<file path="src/rtl/ct_sysio_flush_arb.sv">
// L2C flush arbiter for the sysio domain: round-robin sharing of the
// single sysio->L2C flush handshake among NUM_REQ 4-phase requesters.
module ct_sysio_flush_arb #(
  parameter int NUM_REQ = 2,
  parameter int GNT_W   = (NUM_REQ > 1) ? $clog2(NUM_REQ) : 1,
  parameter int TO_W    = 16
) (
  input  logic               forever_cpuclk,
  input  logic               cpurst_b,
  input  logic               axim_clk_en,
  input  logic [NUM_REQ-1:0] flush_req,
  output logic [NUM_REQ-1:0] flush_ack,
  input  logic               l2c_sysio_flush_done,
  input  logic               l2c_sysio_flush_idle,
  output logic               sysio_l2c_flush_req,
  input  logic [TO_W-1:0]    flush_to_limit,
  input  logic               flush_to_clr,
  output logic               flush_busy,
  output logic [GNT_W-1:0]   flush_gnt_id,
  output logic               flush_to_err,
  output logic               flush_no_op
);

  typedef enum logic [1:0] {
    IDLE  = 2'd0,
    FLUSH = 2'd1,
    ACK   = 2'd2
  } state_t;

  state_t           state;
  logic [GNT_W-1:0] rr_ptr;
  logic [TO_W-1:0]  cnt;
  logic [TO_W:0]    cnt_p1;
  logic [GNT_W-1:0] pick;
  logic             hit;
  logic [GNT_W-1:0] ptr_nxt;
  logic             to_hit;
  int               j;

  // first requester at or after rr_ptr, wrapping
  always_comb begin
    pick = rr_ptr;
    hit  = 1'b0;
    j    = 0;
    for (int i = 0; i < NUM_REQ; i++) begin
      j = int'(rr_ptr) + i;
      if (j >= NUM_REQ) j = j - NUM_REQ;
      if (!hit && flush_req[j]) begin
        hit  = 1'b1;
        pick = GNT_W'(j);
      end
    end
  end

  assign ptr_nxt = (int'(flush_gnt_id) == NUM_REQ - 1) ?
                   '0 : flush_gnt_id + 1'b1;

  // extra bit keeps a saturated counter from matching after wrap
  assign cnt_p1 = {1'b0, cnt} + 1'b1;
  assign to_hit = (flush_to_limit != '0) &&
                  (cnt_p1 == {1'b0, flush_to_limit});

  assign flush_busy = (state != IDLE);

  always_ff @(posedge forever_cpuclk or negedge cpurst_b) begin
    if (!cpurst_b) begin
      state               <= IDLE;
      rr_ptr              <= '0;
      cnt                 <= '0;
      flush_ack           <= '0;
      sysio_l2c_flush_req <= 1'b0;
      flush_gnt_id        <= '0;
      flush_to_err        <= 1'b0;
      flush_no_op         <= 1'b0;
    end else if (axim_clk_en) begin
      flush_no_op <= (state == IDLE) && l2c_sysio_flush_idle &&
                     !(|flush_req);
      if (flush_to_clr) flush_to_err <= 1'b0;
      unique case (state)
        IDLE: begin
          if (hit) begin
            flush_gnt_id        <= pick;
            sysio_l2c_flush_req <= 1'b1;
            cnt                 <= '0;
            state               <= FLUSH;
          end
        end
        FLUSH: begin
          if (l2c_sysio_flush_done) begin
            sysio_l2c_flush_req <= 1'b0;
            flush_ack <= NUM_REQ'(1) << flush_gnt_id;
            state     <= ACK;
          end else begin
            if (cnt != '1) cnt <= cnt_p1[TO_W-1:0];
            if (to_hit) flush_to_err <= 1'b1;
          end
        end
        ACK: begin
          if (!flush_req[flush_gnt_id] && !l2c_sysio_flush_done) begin
            flush_ack <= '0;
            rr_ptr    <= ptr_nxt;
            state     <= IDLE;
          end
        end
        default: state <= IDLE;
      endcase
    end
  end

endmodule

</file>
<file path="config.mk">
export PLATFORM = sky130hd
export DESIGN_NAME = ct_sysio_flush_arb
export DESIGN_NICKNAME = d
export VERILOG_FILES = /design/src/rtl/ct_sysio_flush_arb.sv
export SDC_FILE = /design/constraint.sdc
export NUM_CORES = 1
export LEC_CHECK = 0
export BUFFER_PORTS_ARGS = -buffer_cell sky130_fd_sc_hd__buf_2
export CORE_MARGIN = 1
export CORE_UTILIZATION = 45
export CTS_CLUSTER_DIAMETER = 30
export DETAILED_ROUTE_END_ITERATION = 6
export PLACE_DENSITY = 0.79
export REMOVE_ABC_BUFFERS = 1
export SLEW_MARGIN = 5
export SYNTH_ARGS = -nofsm -noshare
export SYNTH_HDL_FRONTEND = slang
export SYNTH_SLANG_ARGS = --single-unit
export TNS_END_PERCENT = 5
</file>
<file path="constraint.sdc">
create_clock -name forever_cpuclk -period 2.35 [get_ports forever_cpuclk]
set_input_delay 0.3525 -clock forever_cpuclk [delete_from_list [all_inputs] [get_ports forever_cpuclk]]
set_output_delay 0.3525 -clock forever_cpuclk [all_outputs]
set_load 0.005 [all_outputs]
</file>
==> impl_results.rst <==
.. list-table::
   :header-rows: 1

   * - Metric
     - Value
   * - Maximum clock frequency
     - 459.2 MHz
   * - Unique masters post-synth
     - 47
   * - Number of violations of the max-capacitance limit
     - 0
   * - Post-synthesis cell count
     - 218
   * - Clk buf depth
     - 2
   * - Critical path data arrival time
     - 2.38 ns
   * - Number of synthesized register bits
     - 25
   * - Relative slew slack
     - 54.62%
   * - Min-delay worst type
     - in -> async
   * - Per-cell via count in the routed design
     - 5.993
   * - Async S/R FF share, synth
     - 100.0%
   * - Via count of the routed design
     - 1,792
   * - Post-place instance area
     - 2043 µm²
   * - Critical path endpoint
     - flush_to_err
   * - All-Layer GR Usage
     - 23.79%
   * - Worst setup startpoint
     - cnt[1]
   * - Total core area
     - 3771 µm²
   * - Clock tree from TritonCTS
     - yes
   * - Total net switching power
     - 0.0005763 W
   * - Clock transition at the register clock pins on the worst setup and hold paths after CTS
     - 0.09 ns
   * - Starting DRC count in detailed routing
     - 134
   * - Die X
     - 65.48 µm
   * - Share of the clock period used by the worst path after layout
     - 92.67%
   * - Setup crit end kind
     - flop
   * - Sequential share of power
     - 40.8%
   * - Actual transition at the worst max-transition pin
     - 0.6713 ns
   * - Setup skew after layout
     - 0.002129 ns
   * - Count of boundary I/O pins
     - 31
   * - Via count of the first global-routing pass
     - 1,675
   * - Critical setup path kind
     - reg -> reg
   * - Core utilization of the finished layout
     - 56.04%
   * - Depth of the worst register-to-register path
     - 8
   * - Sw Share
     - 39.39%
   * - Part of the total power dissipated in combinational logic
     - 40.4%
   * - CP Launch Type
     - flop
   * - Worst voltage drop across the vdd grid
     - 0.5484 mV
   * - Quantity of gates resized following cts
     - 0
   * - Skew-Pair Late Insertion Delay
     - 0.28 ns
   * - Total DRC errors in the routed layout
     - 0
   * - Hold buffer count at cts
     - 0
   * - Total number of clock tree sinks
     - 25
   * - Delay contributed by the slowest stage of the critical path
     - 0.60 ns
   * - Number of antenna violations at the first check in global routing
     - 0
   * - Worst-path cell chain
     - ha_1 > nand3_2 > buf_4 > or4b_2 > o211ai_1 > a21oi_1 > a211o_1 > o21ai_1
   * - Number of synthesized flops with an enable pin
     - 0
   * - Pin count of the biggest net entering global routing
     - 26
   * - Number of rows in the core area
     - 22
   * - Number of buffers created by CTS
     - 3
   * - Most frequent cells in the layout
     - buf_2, dfrtp_1, nand2_1
   * - Final estimated routing congestion in global placement
     - 0.8971
   * - Slew Viols, Final
     - 0
   * - Data required time of the critical path
     - 2.55 ns
   * - Critical-path cell with the highest stage delay
     - or4b_2
   * - Final total negative setup slack
     - 0 ns
   * - Peak fanout along the critical path
     - 8
   * - DR pass1 iterations
     - 4
   * - Worst R2R End
     - flush_to_err
   * - Synthesized area per cell
     - 8.316 µm²
   * - Root buffer selected by CTS
     - clkbuf_8
   * - Internal power component
     - 0.0008867 W
   * - Buffers inserted by post-CTS timing repair
     - 0
   * - Signed area change from the synthesized netlist to the final layout
     - 16.56%
   * - Synth warnings
     - 0
   * - Overall power of the completed layout
     - 0.001463 W
   * - Net total in the final layout
     - 277
   * - Wirelength, routed
     - 4519 µm
   * - Area of all placed cells without fillers
     - 2113 µm²
   * - Power density cells
     - 692.3 nW/µm²
   * - Synth Flop Type
     - dfrtp_1
   * - Fraction of final layout cells sized beyond drive strength 1
     - 21.51%
   * - Leak
     - 0.8648 nW
   * - DP Wirelength
     - 3415 µm
   * - Setup slack on the worst flop-to-flop path
     - 0.17 ns
   * - Number of hold violations in the final report
     - 0
   * - Initial Util
     - 48.08%
   * - First-pass GRT wire length
     - 7755 µm
   * - GRT Residual Overflow
     - 0
   * - Seq/Total Area, Yosys
     - 34.51%
   * - Die Outline Area
     - 4287 µm²
   * - Number of port buffers
     - 30
   * - Die Y-Extent
     - 65.48 µm
   * - Wire length per cell after detailed routing
     - 15.11 µm
   * - Antenna diode count
     - 0
   * - Remaining antenna violation count after routing
     - 0
   * - # H-tree levels
     - 1
   * - Cell area after synthesis
     - 1813 µm²
   * - Tmin final
     - 2.178 ns
   * - Run status
     - finished, final reports clean
   * - Finish-stage setup viols
     - 0
   * - RSZ-0062 raised after global routing
     - no
   * - Most common cell after layout, fill and taps aside
     - buf_2
   * - FF-to-FF Start
     - cnt[1]
   * - Clock power frac
     - 18.9%
==> metal layers <==
metal  vias to the layer above  routed length (µm)  track usage (%)  part of all wire (%)
met4                         0                  52            7.880                   1.2
met1                       868                2220            34.36                    49
met2                        48                2050            37.24                    45
met5                         -                   0                0                     0
met3                         5                 195            2.083                   4.3
li1                        871                   -                -                     -
==> per-stage QoR <==
stage | std cells | hold slack, ns | setup slack [ns]
after floorplan | 203 | 0.05691 | -0.05608
after global placement | 294 | 0.3765 | 0.2326
after detailed placement | 294 | 0.3764 | 0.1588
after CTS | 298 | 0.07157 | 0.1097
after global routing | 299 | 0.08372 | 0.06740
final | 299 | 0.04745 | 0.1723
==> final cells by class <==
| class | count | area (µm²) |
|---|---|---|
| Clock buffer | 3 | 41.29 |
| Inverter | 5 | 18.77 |
| Clock inverter | 1 | 8.758 |
| Fill cell | 339 | 1658 |
| Multi-Input combinational cell | 173 | 1091 |
| Timing Repair Buffer | 44 | 267.8 |
| Tap cell | 48 | 60.06 |
| Sequential cell | 25 | 625.6 |
==> worst min path at each step <==
stage                              end      from  slack, ns
after floorplan                 cnt[0]  cpurst_b       0.06
after global placement    flush_ack[1]  cpurst_b       0.38
after detailed placement  flush_ack[1]  cpurst_b       0.38
after CTS                 flush_ack[1]  cpurst_b       0.07
after global routing      flush_ack[1]  cpurst_b       0.08
final                     flush_ack[1]  cpurst_b       0.05
==> cell families (layout without fill, tap and decap cells) <==
| family | count (synthesis) | after routing | share of synthesized area (%) |
|---|---|---|---|
| and+or+nand+nor | 86 | 86 | 25.61 |
| AOI/OAI and AO/OA | 62 | 62 | 22.09 |
| DFF | 25 | 25 | 34.51 |
| xor gates and xnor gates | 22 | 22 | 10.63 |
| buffers and inverters | 20 | 53 | 5.314 |
| muxes | 2 | 2 | 1.173 |
| adders and majority gates | 1 | 1 | 0.6900 |
==> cells in the mapped netlist, types with 5 or more instances <==
cell type	count	area, µm²
a21oi_1	6	30.03
a31oi_1	5	31.28
buf_2	5	25.02
clkbuf_1	7	26.28
dfrtp_1	25	625.6
inv_1	5	18.77
nand2_1	19	71.32
nand2b_1	5	31.28
nand3_1	10	50.05
nand4_1	6	37.54
nor2_1	14	52.55
nor4_1	8	50.05
o21ai_0	18	90.09
o21ai_1	6	30.03
o22ai_1	5	31.28
o31ai_1	7	52.55
xnor2_1	16	140.1
xor2_1	6	52.55
==> critical path, delay by kind of cell (launching register included) <==
family	cells	cell delay, ns
and+or+nand+nor	2	0.69
buffers and inverters	1	0.18
AOI/OAI and AO/OA	4	0.60
DFF	1	0.41
adders and majority gates	1	0.21
==> power by group through the flow <==
| stage | logic, W | clock network (W) | registers [W] |
|---|---|---|---|
| 3_3_place_gp | 0.000545 | 0 | 0.000595 |
| 5_1_grt | 0.000666 | 0.000299 | 0.000606 |
| 4_1_cts | 0.000560 | 0.000281 | 0.000593 |
| 2_1_floorplan | 0.000358 | 0 | 0.000586 |
| 6_report | 0.000590 | 0.000276 | 0.000597 |
| 3_5_place_dp | 0.000554 | 0 | 0.000601 |
==> flip-flops by register name, indices dropped and copies added (netlist names) <==
signal,count
sysio_l2c_flush_req,1
cnt,16
flush_to_err,1
flush_no_op,1
state,2
flush_gnt_id,1
rr_ptr,1
flush_ack,2
Power figures use the tool's default switching activity.
